## src/rtl/cnn_pkg.sv

```systemverilog
// Shared state encoding and sizing helpers for the convolution frame scheduler.
package cnn_pkg;

    typedef enum logic [2:0] {
        IDLE,
        FSTART,
        STREAM,
        DRAIN,
        NEXT,
        DONE
    } sched_state_t;

    localparam int unsigned IMG_WIDTH_DEF  = 32;
    localparam int unsigned IMG_HEIGHT_DEF = 32;
    localparam int unsigned FRAME_PIXELS   = IMG_WIDTH_DEF * IMG_HEIGHT_DEF;

    // Ceiling log2, floored at 1 so a single-entry range still gets a bit.
    function automatic int unsigned clog2_min1(input int unsigned value);
        int unsigned bits;
        bits = 1;
        for (int unsigned i = 1; i < 32; i++) begin
            if ((32'd1 << i) < value) bits = i + 1;
        end
        return bits;
    endfunction

endpackage

```

## src/rtl/fmap_addr_gen.sv

```systemverilog
// Raster pixel counter plus latched channel base; produces the feature-map read address.
module fmap_addr_gen
    import cnn_pkg::*;
#(
    parameter int unsigned ADDR_WIDTH = 16,
    parameter int unsigned PIXELS     = 1024
) (
    input  logic                  clk,
    input  logic                  rst_n,
    input  logic                  load,
    input  logic                  en,
    input  logic [ADDR_WIDTH-1:0] chan_base,
    output logic [ADDR_WIDTH-1:0] addr,
    output logic                  last
);
    localparam int unsigned PIX_W = clog2_min1(PIXELS);

    logic [ADDR_WIDTH-1:0] base_q;
    logic [PIX_W-1:0]      pix_q;

    always_ff @(posedge clk or negedge rst_n) begin
        if (!rst_n) begin
            base_q <= '0;
            pix_q  <= '0;
        end else if (load) begin
            base_q <= chan_base;
            pix_q  <= '0;
        end else if (en) begin
            pix_q <= pix_q + PIX_W'(1);
        end
    end

    assign addr = base_q + ADDR_WIDTH'(pix_q);
    assign last = (pix_q == PIX_W'(PIXELS - 1));

endmodule

```

## src/rtl/conv_frame_sched.sv

```systemverilog
// Walks (oc, ic) frame pairs: frame_start, raster stream from RAM, then drain window pulses.
module conv_frame_sched
    import cnn_pkg::*;
#(
    parameter int unsigned DATA_WIDTH    = 16,
    parameter int unsigned IMG_WIDTH     = 32,
    parameter int unsigned IMG_HEIGHT    = 32,
    parameter int unsigned IN_CH         = 3,
    parameter int unsigned OUT_CH        = 8,
    parameter int unsigned ADDR_WIDTH    = 16,
    parameter int unsigned DRAIN_TIMEOUT = 4096
) (
    input  logic                          clk,
    input  logic                          rst_n,
    input  logic                          start,
    input  logic                          abort,
    input  logic [ADDR_WIDTH-1:0]         base_addr,
    output logic                          mem_rd_en,
    output logic [ADDR_WIDTH-1:0]         mem_addr,
    input  logic [DATA_WIDTH-1:0]         mem_rd_data,
    output logic                          frame_start,
    output logic [DATA_WIDTH-1:0]         pixel_out,
    output logic                          pixel_valid,
    input  logic                          window_valid,
    output logic                          acc_first,
    output logic                          acc_last,
    output logic [clog2_min1(OUT_CH)-1:0] oc_idx,
    output logic [clog2_min1(IN_CH)-1:0]  ic_idx,
    output logic                          busy,
    output logic                          done,
    output logic                          error
);
    localparam int unsigned FP    = IMG_WIDTH * IMG_HEIGHT;
    localparam int unsigned OC_W  = clog2_min1(OUT_CH);
    localparam int unsigned IC_W  = clog2_min1(IN_CH);
    localparam int unsigned CNT_W = clog2_min1(FP + 1);
    localparam int unsigned TMO_W = clog2_min1(DRAIN_TIMEOUT);

    sched_state_t          state_q, state_d;
    logic [ADDR_WIDTH-1:0] base_q;
    logic [ADDR_WIDTH-1:0] chan_base;
    logic [CNT_W-1:0]      win_cnt;
    logic [TMO_W-1:0]      tmo_cnt;
    logic                  pv_q;
    logic                  pix_last;
    logic                  drained;
    logic                  timed_out;
    logic                  ic_last;
    logic                  oc_last;
    logic                  win_live;

    assign ic_last   = (ic_idx == IC_W'(IN_CH - 1));
    assign oc_last   = (oc_idx == OC_W'(OUT_CH - 1));
    assign drained   = (win_cnt >= CNT_W'(FP));
    assign timed_out = (tmo_cnt == TMO_W'(DRAIN_TIMEOUT - 1));
    assign chan_base = base_q + ADDR_WIDTH'(ic_idx) * ADDR_WIDTH'(FP);

    fmap_addr_gen #(
        .ADDR_WIDTH (ADDR_WIDTH),
        .PIXELS     (FP)
    ) u_addr_gen (
        .clk       (clk),
        .rst_n     (rst_n),
        .load      (state_q == FSTART),
        .en        (mem_rd_en),
        .chan_base (chan_base),
        .addr      (mem_addr),
        .last      (pix_last)
    );

    always_ff @(posedge clk or negedge rst_n) begin
        if (!rst_n) state_q <= IDLE;
        else        state_q <= state_d;
    end

    // Strobes are gated by abort so they fall in the same cycle abort is seen.
    always_comb begin
        state_d     = state_q;
        mem_rd_en   = 1'b0;
        frame_start = 1'b0;
        pixel_valid = pv_q & ~abort;
        pixel_out   = '0;
        busy        = (state_q != IDLE);
        done        = 1'b0;
        win_live    = (state_q != IDLE) && (state_q != DONE);
        case (state_q)
            IDLE:    if (start) state_d = FSTART;
            FSTART: begin
                frame_start = ~abort;
                state_d     = STREAM;
            end
            STREAM: begin
                mem_rd_en = ~abort;
                if (pix_last) state_d = DRAIN;
            end
            DRAIN:   if (drained || timed_out) state_d = NEXT;
            NEXT:    state_d = (ic_last && oc_last) ? DONE : FSTART;
            DONE: begin
                done    = ~abort;
                state_d = IDLE;
            end
            default: state_d = IDLE;
        endcase
        if (abort) state_d = IDLE;
        if (pixel_valid) pixel_out = mem_rd_data;
    end

    assign acc_first = window_valid & win_live & (ic_idx == '0);
    assign acc_last  = window_valid & win_live & ic_last;

    always_ff @(posedge clk or negedge rst_n) begin
        if (!rst_n) begin
            base_q  <= '0;
            win_cnt <= '0;
            tmo_cnt <= '0;
            pv_q    <= 1'b0;
            error   <= 1'b0;
            oc_idx  <= '0;
            ic_idx  <= '0;
        end else begin
            pv_q <= mem_rd_en;
            if (abort) begin
                oc_idx <= '0;
                ic_idx <= '0;
            end else begin
                case (state_q)
                    IDLE: if (start) begin
                        base_q <= base_addr;
                        error  <= 1'b0;
                    end
                    FSTART: win_cnt <= CNT_W'(window_valid);
                    STREAM: begin
                        tmo_cnt <= '0;
                        if (window_valid && win_cnt != '1) win_cnt <= win_cnt + CNT_W'(1);
                    end
                    DRAIN: begin
                        tmo_cnt <= tmo_cnt + TMO_W'(1);
                        if (window_valid && win_cnt != '1) win_cnt <= win_cnt + CNT_W'(1);
                        if (!drained && timed_out) error <= 1'b1;
                    end
                    NEXT: begin
                        if (ic_last) begin
                            ic_idx <= '0;
                            oc_idx <= oc_last ? '0 : oc_idx + OC_W'(1);
                        end else begin
                            ic_idx <= ic_idx + IC_W'(1);
                        end
                    end
                    default: ;
                endcase
            end
        end
    end

endmodule

```

## config.mk

```make
export PLATFORM = sky130hd
export DESIGN_NAME = conv_frame_sched
export DESIGN_NICKNAME = d
export VERILOG_FILES = /design/src/rtl/cnn_pkg.sv /design/src/rtl/fmap_addr_gen.sv /design/src/rtl/conv_frame_sched.sv
export SDC_FILE = /design/constraint.sdc
export NUM_CORES = 1
export LEC_CHECK = 0
export CAP_MARGIN = 5
export CORE_AREA = 2 2 131 133
export DETAILED_ROUTE_END_ITERATION = 10
export DIE_AREA = 0 0 133 135
export GPL_TIMING_DRIVEN = 0
export SYNTH_ARGS = -nofsm -noshare
export SYNTH_HDL_FRONTEND = slang
export SYNTH_SLANG_ARGS = --single-unit
```

## constraint.sdc

```tcl
create_clock -name clk -period 5.5 [get_ports clk]
set_input_delay 0.55 -clock clk [delete_from_list [all_inputs] [get_ports clk]]
set_output_delay 0.55 -clock clk [all_outputs]
set_load 0.02 [all_outputs]
```

==> impl_metrics.env, run 1 <==
export IMPL_drive_above_1_share_pct=8.99
export IMPL_grt_usage_pct=12.4
export IMPL_drt_first_pass_iters=4
export IMPL_hold_class="primary input to async pin"
export IMPL_globalRouteMet2Util_pct=20.1
export IMPL_synthToLayoutAreaGrowth_pct=31.7
export IMPL_design_portCount=82
export IMPL_grtUsageMet1_pct=16.1
export IMPL_endpoint_kind="output pin"
export IMPL_cts_sinks=75
export IMPL_critPathKind="flop to output pin"
export IMPL_insertion_delay_ns=0.33
export IMPL_ctsResizeCount=0
export IMPL_cts_buffers=9
export IMPL_antenna_cells=0
export IMPL_drv_slew=0
export IMPL_reg2reg_from="win_cnt[0]$_DFFE_PN0P_"
export IMPL_max_slew_margin_pct=55.0
export IMPL_fin_ws_ns=1.84
export IMPL_hold_ws_ns=0.0514
export IMPL_cp_start_kind="flop"
export IMPL_hold_viol=0
export IMPL_final_cell_area_mm2=0.00574
export IMPL_routedWlPerCell_um=13.7
export IMPL_nets=608
export IMPL_ys_ff_latch=75
export IMPL_yosys_warnings=0
export IMPL_synth_edf_count=0
export IMPL_grt_antenna_before_repair=0
export IMPL_cp_required_ns=4.95
export IMPL_ir_drop_v=0.000222
export IMPL_fin_worst_skew_ns=0.00626
export IMPL_fmax_mhz=273
export IMPL_p_leak_uw=0.00252
export IMPL_r2r_cells=7
export IMPL_min_period_ns=3.66
export IMPL_syn_num_nets=515
export IMPL_fp_dieW_um=133
export IMPL_post_place_ws_ns=1.99
export IMPL_rsz0062_at_grt="false"
export IMPL_ctsHoldBuffers=0
export IMPL_arrival_ns=3.11
export IMPL_tightest_slew_ns=0.669
export IMPL_synth_main_ff_cell="dfrtp_1"
export IMPL_rrSetupSlack_ns=3.43
export IMPL_syn_inst=458
export IMPL_grt_pass1_vias=3640
export IMPL_placed_area_mm2=0.00547
export IMPL_cts_root_buf="clkbuf_16"
export IMPL_critPathMaxFanout=4
export IMPL_cts_buffer_depth=2
export IMPL_status="completed"
export IMPL_synth_cell_types=54
export IMPL_first_iter_violations=153
export IMPL_critPathMaxStageDelay_ns=0.63
export IMPL_timing_rr_end="win_cnt[8]$_DFFE_PN0P_"
export IMPL_cts_tree="built"
export IMPL_busiest_layer="met2"
export IMPL_die_h_um=135
export IMPL_grt_use_met3_pct=2.03
export IMPL_cp_num_buf_inv=2
export IMPL_initial_utilization_pct=26.6
export IMPL_dp_hpwl_um=8020
export IMPL_ant_nets=0
export IMPL_avgViaCountPerCell=4.66
export IMPL_wirelength_um=10600
export IMPL_core_area_mm2=0.0164
export IMPL_synth_avg_cell_area_um2=9.52
export IMPL_cts_max_level=3
export IMPL_min_period_over_period_pct=66.6
export IMPL_netlist_area_mm2=0.00436
export IMPL_fin_setup_tns_ns=0
export IMPL_power_density_mw_per_mm2=407
export IMPL_drv_cap=0
export IMPL_core_rowCount=47
export IMPL_final_util_pct=35.0
export IMPL_grt_pass1_wl_um=17900
export IMPL_slowest_stage="clkdlybuf4s50_1"
export IMPL_postCtsSetupBuffers=0
export IMPL_worstPathCellList="ha_1 > inv_1 > fa_1 > nand2b_1 > a211oi_1 > o21a_1 > o211ai_1 > xnor2_1 > clkdlybuf4s50_1"
export IMPL_grt_max_degree=66
export IMPL_ys_seq_area_share_pct=43.0
export IMPL_port_buffer_count=81
export IMPL_grt_ovfl_total=0
export IMPL_cp_top_family="buffers and inverters"
export IMPL_num_vias=3617
export IMPL_async_flop_share_pct=100
export IMPL_drc=0
export IMPL_clk_pin_slew_ns=0.06
export IMPL_setup_violations=0
export IMPL_dieArea_mm2=0.0180
export IMPL_gp_congestion=0.784
## per-layer routing
layer / part of all wire (%) / routed length [µm] / vias to the layer above
met5: 0 / 0 / -
met4: 2.6 / 278 / 0
met3: 4.3 / 456 / 20
met2: 47 / 4970 / 103
met1: 46 / 4890 / 1731
li1: - / - / 1763
## placed cells by master, fill, tap and decap left out, types with 5 or more instances in the layout
cell              n
clkdlybuf4s50_1  80
dfrtp_1          75
nand2_1          62
nor2_1           43
nand3_1          20
xnor2_1          19
o21ai_0          19
ha_1             18
a21oi_1          17
and2_1           17
inv_1            16
xor2_1           16
clkbuf_1         11
and3_1            9
mux2_4            9
clkbuf_16         9
o211ai_1          7
mux2_2            7
nor3_1            6
or3_1             6
nand2b_1          6
nand4_1           5
a21o_1            5
nor3b_1           5
nor2b_1           5
## how the worst max path moves through the flow
stage / from / end / cells past startpoint
global route: u_addr_gen.pix_q[0]$_DFFE_PN0P_ / mem_addr[14] / 9
global placement: rst_n / base_q[5]$_DFFE_PN0P_ / 1
CTS: u_addr_gen.pix_q[0]$_DFFE_PN0P_ / mem_addr[14] / 9
finish: u_addr_gen.pix_q[0]$_DFFE_PN0P_ / mem_addr[14] / 9
detailed placement: abort / pixel_out[10] / 6
floorplan: u_addr_gen.pix_q[0]$_DFFE_PN0P_ / mem_addr[12] / 8
## report_power, final
group | switching, µW | total [µW] | internal (µW) | leakage, µW
clock network | 224 | 539 | 315 | 0.000139
registers | 130 | 832 | 702 | 0.000983
logic | 511 | 969 | 458 | 0.00140
total | 865 | 2340 | 1480 | 0.00252
## synthesized netlist by cell type, types with 3 or more instances
cell type	n	area [µm²]
mux2_2	7	78.8
nand2_1	62	233
a21oi_1	17	85.1
nor2_1	43	161
nand3_1	20	100
xor2_1	16	140
nand3b_1	3	22.5
dfrtp_1	75	1880
ha_1	18	225
clkbuf_1	10	37.5
or3_1	6	37.5
nor2b_1	5	31.3
and2_1	17	106
xnor2_1	19	166
o21a_1	3	22.5
buf_4	3	22.5
nand2b_1	6	37.5
nor3b_1	5	37.5
inv_1	16	60.1
mux2_4	9	135
and3_1	9	56.3
nor3_1	6	30.0
o21ai_0	19	95.1
mux2i_1	4	40.0
a211oi_1	3	22.5
or4_1	3	22.5
nand4_1	5	31.3
or3b_1	4	35.0
o211ai_1	7	52.6
a21o_1	5	37.5
buf_6	3	33.8
## sequential cells by signal (all words and copies together) (netlist names), 2 cells and up
name	flops
base_q	16
u_addr_gen.base_q	16
tmo_cnt	12
win_cnt	11
u_addr_gen.pix_q	10
oc_idx	3
state_q	3
ic_idx	2
## layout make-up
type | instances | area, µm²
buffer | 18 | 104
sequential | 75 | 1880
inverter | 16 | 60.1
fill | 1634 | 10700
clock inverter | 5 | 28.8
clock buffer | 11 | 243
timing repair buffer | 82 | 836
multi-input combinational | 349 | 2320
tap | 220 | 275
## stage by stage
stage	instances	power, µW
floorplan	458	1430
global placement	759	1790
detailed placement	760	1820
CTS	776	2360
global route	776	2510
finish	776	2340
## kinds of logic (layout without fill, tap and decap cells)
group           count (synthesis)  after routing  share of synthesized area [%]
xor+xnor                       35             35                           7.03
fa+ha+maj                      20             20                           6.08
compound gates                 68             68                           10.5
simple gates                  206            206                           23.8
mux                            20             20                           5.82
flops                          75             75                           43.0
buf+inv                        34            132                           3.76
Power figures use the tool's default switching activity.
==> run 2, diff against run 1 <==
==> constraint.sdc (replaced) <==
create_clock -name clk -period 3.17 [get_ports clk]
set_input_delay 0.317 -clock clk [delete_from_list [all_inputs] [get_ports clk]]
set_output_delay 0.317 -clock clk [all_outputs]
set_load 0.02 [all_outputs]
==> impl_metrics.env, run 2 (synthesis results as in run 1) <==
export IMPL_hold_ws_ns=0.365
export IMPL_gp_congestion=0.784
export IMPL_cp_required_ns=2.85
export IMPL_drc=0
export IMPL_drt_first_pass_iters=4
export IMPL_met2_length_um=4950
export IMPL_rrSetupSlack_ns=1.10
export IMPL_final_common_cell="dfrtp_1"
export IMPL_dr_max_layer_used="met4"
export IMPL_core_area_mm2=0.0164
export IMPL_slowest_stage="dfrtp_1"
export IMPL_final_cell_mix="dfrtp_1, clkdlybuf4s50_1, nand2_1, nor2_1, nand3_1"
export IMPL_p_leak_uw=0.00255
export IMPL_port_buffer_count=81
export IMPL_cts_tree="built"
export IMPL_fmax_mhz=332
export IMPL_critPathKind="flop to output pin"
export IMPL_power_density_mw_per_mm2=703
export IMPL_worstPathCellList="ha_1 > inv_1 > fa_1 > nand2b_1 > a211oi_1 > o21a_1 > nor2_1 > xnor2_1 > clkdlybuf4s15_1"
export IMPL_design_portCount=82
export IMPL_ir_drop_v=0.000386
export IMPL_reg_top3="base_q (16), u_addr_gen.base_q (16), tmo_cnt (12)"
export IMPL_cts_buffer_depth=2
export IMPL_drive_above_1_share_pct=9.91
export IMPL_initial_utilization_pct=26.6
export IMPL_grt_ovfl_total=0
export IMPL_endpoint_kind="output pin"
export IMPL_arrival_ns=2.70
export IMPL_fp_dieW_um=133
export IMPL_cts_sinks=75
export IMPL_drv_cap=0
export IMPL_cts_root_buf="clkbuf_16"
export IMPL_fin_worst_skew_ns=0.00640
export IMPL_grt_antenna_before_repair=0
export IMPL_routedWlPerCell_um=13.7
export IMPL_insertion_delay_ns=0.34
export IMPL_cts_max_level=3
export IMPL_setup_violations=0
export IMPL_critPathMaxStageDelay_ns=0.43
export IMPL_nets=607
export IMPL_synthToLayoutAreaGrowth_pct=31.9
export IMPL_power_share_sequential_pct=35.7
export IMPL_power_frac_clock_pct=23.1
export IMPL_drv_slew=0
export IMPL_antenna_cells=0
export IMPL_min_period_over_period_pct=95.0
export IMPL_cts_buffers=9
export IMPL_cp_start_kind="flop"
export IMPL_hold_class="primary input to async pin"
export IMPL_postCtsSetupBuffers=0
export IMPL_avgViaCountPerCell=4.66
export IMPL_final_cell_area_mm2=0.00575
export IMPL_tightest_slew_ns=0.678
export IMPL_status="completed"
export IMPL_ant_nets=0
export IMPL_power_switching_uw=1500
export IMPL_pwr_share_comb_pct=41.1
export IMPL_placed_area_mm2=0.00547
export IMPL_grt_max_degree=66
export IMPL_fin_setup_tns_ns=0
export IMPL_critPathMaxFanout=4
export IMPL_clk_pin_slew_ns=0.06
export IMPL_grt_pass1_wl_um=17900
export IMPL_core_rowCount=47
export IMPL_dp_hpwl_um=8020
export IMPL_wirelength_um=10600
export IMPL_wl_met1_um=4950
export IMPL_rsz0062_at_grt="false"
export IMPL_p_int_uw=2540
export IMPL_dieArea_mm2=0.0180
export IMPL_sw_frac_of_total_pct=37.1
export IMPL_num_vias=3608
export IMPL_min_period_ns=3.01
export IMPL_max_slew_margin_pct=54.4
export IMPL_die_h_um=135
export IMPL_first_iter_violations=155
export IMPL_routed_wl_met3_um=429
export IMPL_grt_pass1_vias=3645
export IMPL_grt_usage_pct=12.4
export IMPL_hold_viol=0
==> run 2: layout make-up <==
| class | count | area (µm²) |
|---|---|---|
| clock inverters | 5 | 28.8 |
| inverters | 16 | 60.1 |
| well taps | 220 | 275 |
| clock buffers | 11 | 243 |
| repair buffers | 83 | 840 |
| multi-input cells | 349 | 2330 |
| plain buffers | 16 | 96.3 |
| fillers | 1637 | 10700 |
| flip-flops and latches | 75 | 1880 |
==> run 2: path summary, 6_finish.rpt <==
check | startpoint | end | depth (start not counted)
setup / recovery | u_addr_gen.pix_q[0]$_DFFE_PN0P_ | mem_addr[10] | 9
hold / removal | rst_n | win_cnt[7]$_DFFE_PN0P_ | 2
setup reg to reg | win_cnt[0]$_DFFE_PN0P_ | win_cnt[8]$_DFFE_PN0P_ | 7
hold reg to reg | base_q[3]$_DFFE_PN0P_ | u_addr_gen.base_q[3]$_DFFE_PN0N_ | 2
max in group asynchronous | rst_n | base_q[12]$_DFFE_PN0P_ | 3
min in group clk | base_q[3]$_DFFE_PN0P_ | u_addr_gen.base_q[3]$_DFFE_PN0N_ | 2
==> run 2: critical path: cells and delay by family, from the launching register on <==
family | cells | cell delay, ns
fa+ha+maj | 2 | 0.63
compound gates | 2 | 0.51
xor+xnor | 1 | 0.14
flops | 1 | 0.43
buf+inv | 2 | 0.38
simple gates | 2 | 0.27
==> run 2: repair_timing <==
item                                   CTS  global route
hold buffers                             1             0
gates resized for setup                  7             9
setup endpoints to repair                6            15
endpoints found under the hold margin   10             0
pin swaps                                0             0
==> run 2: power groups by stage <==
| stage | Clock (µW) | Sequential (µW) | Combinational (µW) |
|---|---|---|---|
| after floorplan | 0 | 1380 | 1110 |
| after global placement | 0 | 1440 | 1660 |
| after detailed placement | 0 | 1460 | 1690 |
| after CTS | 953 | 1440 | 1690 |
| after global routing | 1010 | 1480 | 1840 |
| final | 935 | 1440 | 1660 |
==> run 2: routing by layer <==
metal  vias up  GRT usage (%)
met2       101           20.2
met4         0           5.73
li1       1760              -
met3        20           2.03
met5         -              0
met1      1727           16.2
==> run 2: metrics by stage <==
| stage | instances | worst slack (ns) | util [%] | power, µW |
|---|---|---|---|---|
| global route | 775 | 0.000532 | 35.1 | 4330 |
| CTS | 777 | 0.0177 | 35.1 | 4090 |
| floorplan | 458 | 0.826 | - | 2490 |
| finish | 775 | 0.157 | 35.1 | 4040 |
| global placement | 759 | -0.798 | 33.2 | 3100 |
| detailed placement | 760 | 0.0790 | 33.4 | 3150 |
==> run 3, diff against run 2 <==
--- a/config.mk
+++ b/config.mk
@@ -5,7 +5,6 @@
 export SDC_FILE = /design/constraint.sdc
 export NUM_CORES = 1
 export LEC_CHECK = 0
-export CAP_MARGIN = 5
 export CORE_AREA = 2 2 131 133
 export DETAILED_ROUTE_END_ITERATION = 10
 export DIE_AREA = 0 0 133 135
==> constraint.sdc (replaced) <==
create_clock -name clk -period 3.2 [get_ports clk]
set_input_delay 0.32 -clock clk [delete_from_list [all_inputs] [get_ports clk]]
set_output_delay 0.32 -clock clk [all_outputs]
set_load 0.02 [all_outputs]
==> impl_metrics.env, run 3 (synthesis results as in run 1) <==
export IMPL_status="completed"
export IMPL_cp_required_ns=2.88
export IMPL_ir_drop_v=0.000381
export IMPL_cts_max_level=3
export IMPL_tightest_slew_ns=0.671
export IMPL_layout_cells_non_filler=776
export IMPL_crit_start="u_addr_gen.pix_q[0]$_DFFE_PN0P_"
export IMPL_power_share_sequential_pct=35.7
export IMPL_core_area_mm2=0.0164
export IMPL_rsz0062_at_grt="false"
export IMPL_cts_buffers=9
export IMPL_dp_hpwl_um=8020
export IMPL_gp_congestion=0.784
export IMPL_fmax_mhz=330
export IMPL_p_leak_uw=0.00256
export IMPL_hold_class="primary input to async pin"
export IMPL_min_period_over_period_pct=94.7
export IMPL_min_period_ns=3.03
export IMPL_cts_root_buf="clkbuf_16"
export IMPL_grt_antenna_before_repair=0
export IMPL_grt_pass1_wl_um=17900
export IMPL_num_vias=3606
export IMPL_wirelength_um=10600
export IMPL_grt_ovfl_total=0
export IMPL_core_rowCount=47
export IMPL_reg2reg_from="win_cnt[0]$_DFFE_PN0P_"
export IMPL_design_portCount=82
export IMPL_routedWlPerCell_um=13.6
export IMPL_cts_tree="built"
export IMPL_sw_frac_of_total_pct=37.0
export IMPL_grt_max_degree=66
export IMPL_first_iter_violations=142
export IMPL_arrival_ns=2.71
export IMPL_drt_first_pass_iters=4
export IMPL_endpoint_kind="output pin"
export IMPL_power_switching_uw=1480
export IMPL_drv_cap=0
export IMPL_critPathKind="flop to output pin"
export IMPL_drive_above_1_share_pct=9.89
export IMPL_slowest_stage="dfrtp_1"
export IMPL_cts_sinks=75
export IMPL_initial_utilization_pct=26.6
export IMPL_nets=608
export IMPL_crit_end="mem_addr[10]"
export IMPL_fin_worst_skew_ns=0.00553
export IMPL_ant_nets=0
export IMPL_die_h_um=135
export IMPL_pwr_share_comb_pct=41.2
export IMPL_clk_pin_slew_ns=0.06
export IMPL_fp_dieW_um=133
export IMPL_postCtsSetupBuffers=0
export IMPL_hold_viol=0
export IMPL_hold_ws_ns=0.368
export IMPL_cp_start_kind="flop"
export IMPL_rrSetupSlack_ns=1.13
export IMPL_insertion_delay_ns=0.33
export IMPL_worstPathCellList="ha_1 > inv_1 > fa_1 > nand2b_1 > a211oi_1 > o21a_1 > nor2_1 > xnor2_1 > dlygate4sd2_1"
export IMPL_synthToLayoutAreaGrowth_pct=32.0
export IMPL_r2r_cells=7
export IMPL_drv_slew=0
export IMPL_critPathMaxFanout=4
export IMPL_grt_usage_pct=12.4
export IMPL_drc=0
export IMPL_final_common_cell="dfrtp_1"
export IMPL_max_slew_margin_pct=54.9
export IMPL_final_cell_mix="dfrtp_1, clkdlybuf4s50_1, nand2_1, nor2_1, nand3_1"
export IMPL_critPathMaxStageDelay_ns=0.43
export IMPL_grt_pass1_vias=3645
export IMPL_timing_rr_end="win_cnt[8]$_DFFE_PN0P_"
export IMPL_power_frac_clock_pct=23.1
export IMPL_antenna_cells=0
export IMPL_dieArea_mm2=0.0180
export IMPL_numPlacedInstances=760
export IMPL_setup_violations=0
export IMPL_power_density_mw_per_mm2=695
export IMPL_avgViaCountPerCell=4.65
export IMPL_cts_buffer_depth=2
export IMPL_p_int_uw=2520
export IMPL_reg_top3="base_q (16), u_addr_gen.base_q (16), tmo_cnt (12)"
export IMPL_port_buffer_count=81
export IMPL_total_power_uw=4000
[run 3: changes by cell type in the layout (fill, tap and decap cells not counted), sizes merged]
cell | previous run | this run
dlymetal6s2s | 2 | 3
clkbuf | 21 | 22
clkdlybuf4s15 | 1 | 0
[run 3: cell type report]
cell class | instances | area [µm²]
fill | 1635 | 10600
buffer | 17 | 100
clock buffer | 11 | 243
multi-input combinational | 349 | 2330
tap | 220 | 275
sequential | 75 | 1880
timing repair buffer | 83 | 842
clock inverter | 5 | 28.8
inverter | 16 | 60.1
[run 3: what timing repair did]
| action | 4_1_cts | 5_1_grt |
|---|---|---|
| hold buffers | 1 | 0 |
| setup endpoints to repair | 5 | 15 |
| gates resized for setup | 5 | 10 |
| endpoints found under the hold margin | 10 | 0 |
[run 3: power by group through the flow]
stage                     logic, µW  registers, µW  clock network, µW
after floorplan                1100           1370                  0
after global placement         1650           1430                  0
after detailed placement       1670           1450                  0
after CTS                      1680           1430                944
after global routing           1830           1470                999
final                          1650           1430                926
[run 3: stage by stage]
| stage | cell area [µm²] | utilization [%] | setup WS, ns | TNS (ns) |
|---|---|---|---|---|
| 3_5_place_dp | 5470 | 33.4 | 0.106 | 0 |
| 2_1_floorplan | 4360 | - | 0.853 | 0 |
| 4_1_cts | 5760 | 35.1 | 0.0209 | 0 |
| 5_1_grt | 5760 | 35.1 | 0.00772 | 0 |
| 6_report | 5760 | 35.1 | 0.170 | 0 |
| 3_3_place_gp | 5450 | 33.2 | -0.771 | -57.50 |
[run 3: critical path, delay by kind of cell (launching register included)]
family                     cells  cell delay, ns
DFF                            1            0.43
adders and majority gates      2            0.63
and+or+nand+nor                2            0.27
buffers and inverters          2            0.41
AOI/OAI and AO/OA              2            0.50
xor gates and xnor gates       1            0.13
[run 3: worst min-delay path by stage]
stage / start / end / slack, ns / cells after the start
finish: rst_n / win_cnt[7]$_DFFE_PN0P_ / 0.37 / 2
global placement: base_q[3]$_DFFE_PN0P_ / u_addr_gen.base_q[3]$_DFFE_PN0N_ / 0.45 / 2
detailed placement: rst_n / win_cnt[7]$_DFFE_PN0P_ / 0.18 / 1
floorplan: rst_n / base_q[0]$_DFFE_PN0P_ / 0.02 / 0
CTS: rst_n / win_cnt[7]$_DFFE_PN0P_ / 0.37 / 2
global route: rst_n / win_cnt[7]$_DFFE_PN0P_ / 0.39 / 2
[run 3: routing by layer]
layer | wire, µm | GRT usage [%]
met1 | 4910 | 16.2
met2 | 4980 | 20.2
met3 | 407 | 2.03
met4 | 278 | 5.73
met5 | 0 | 0
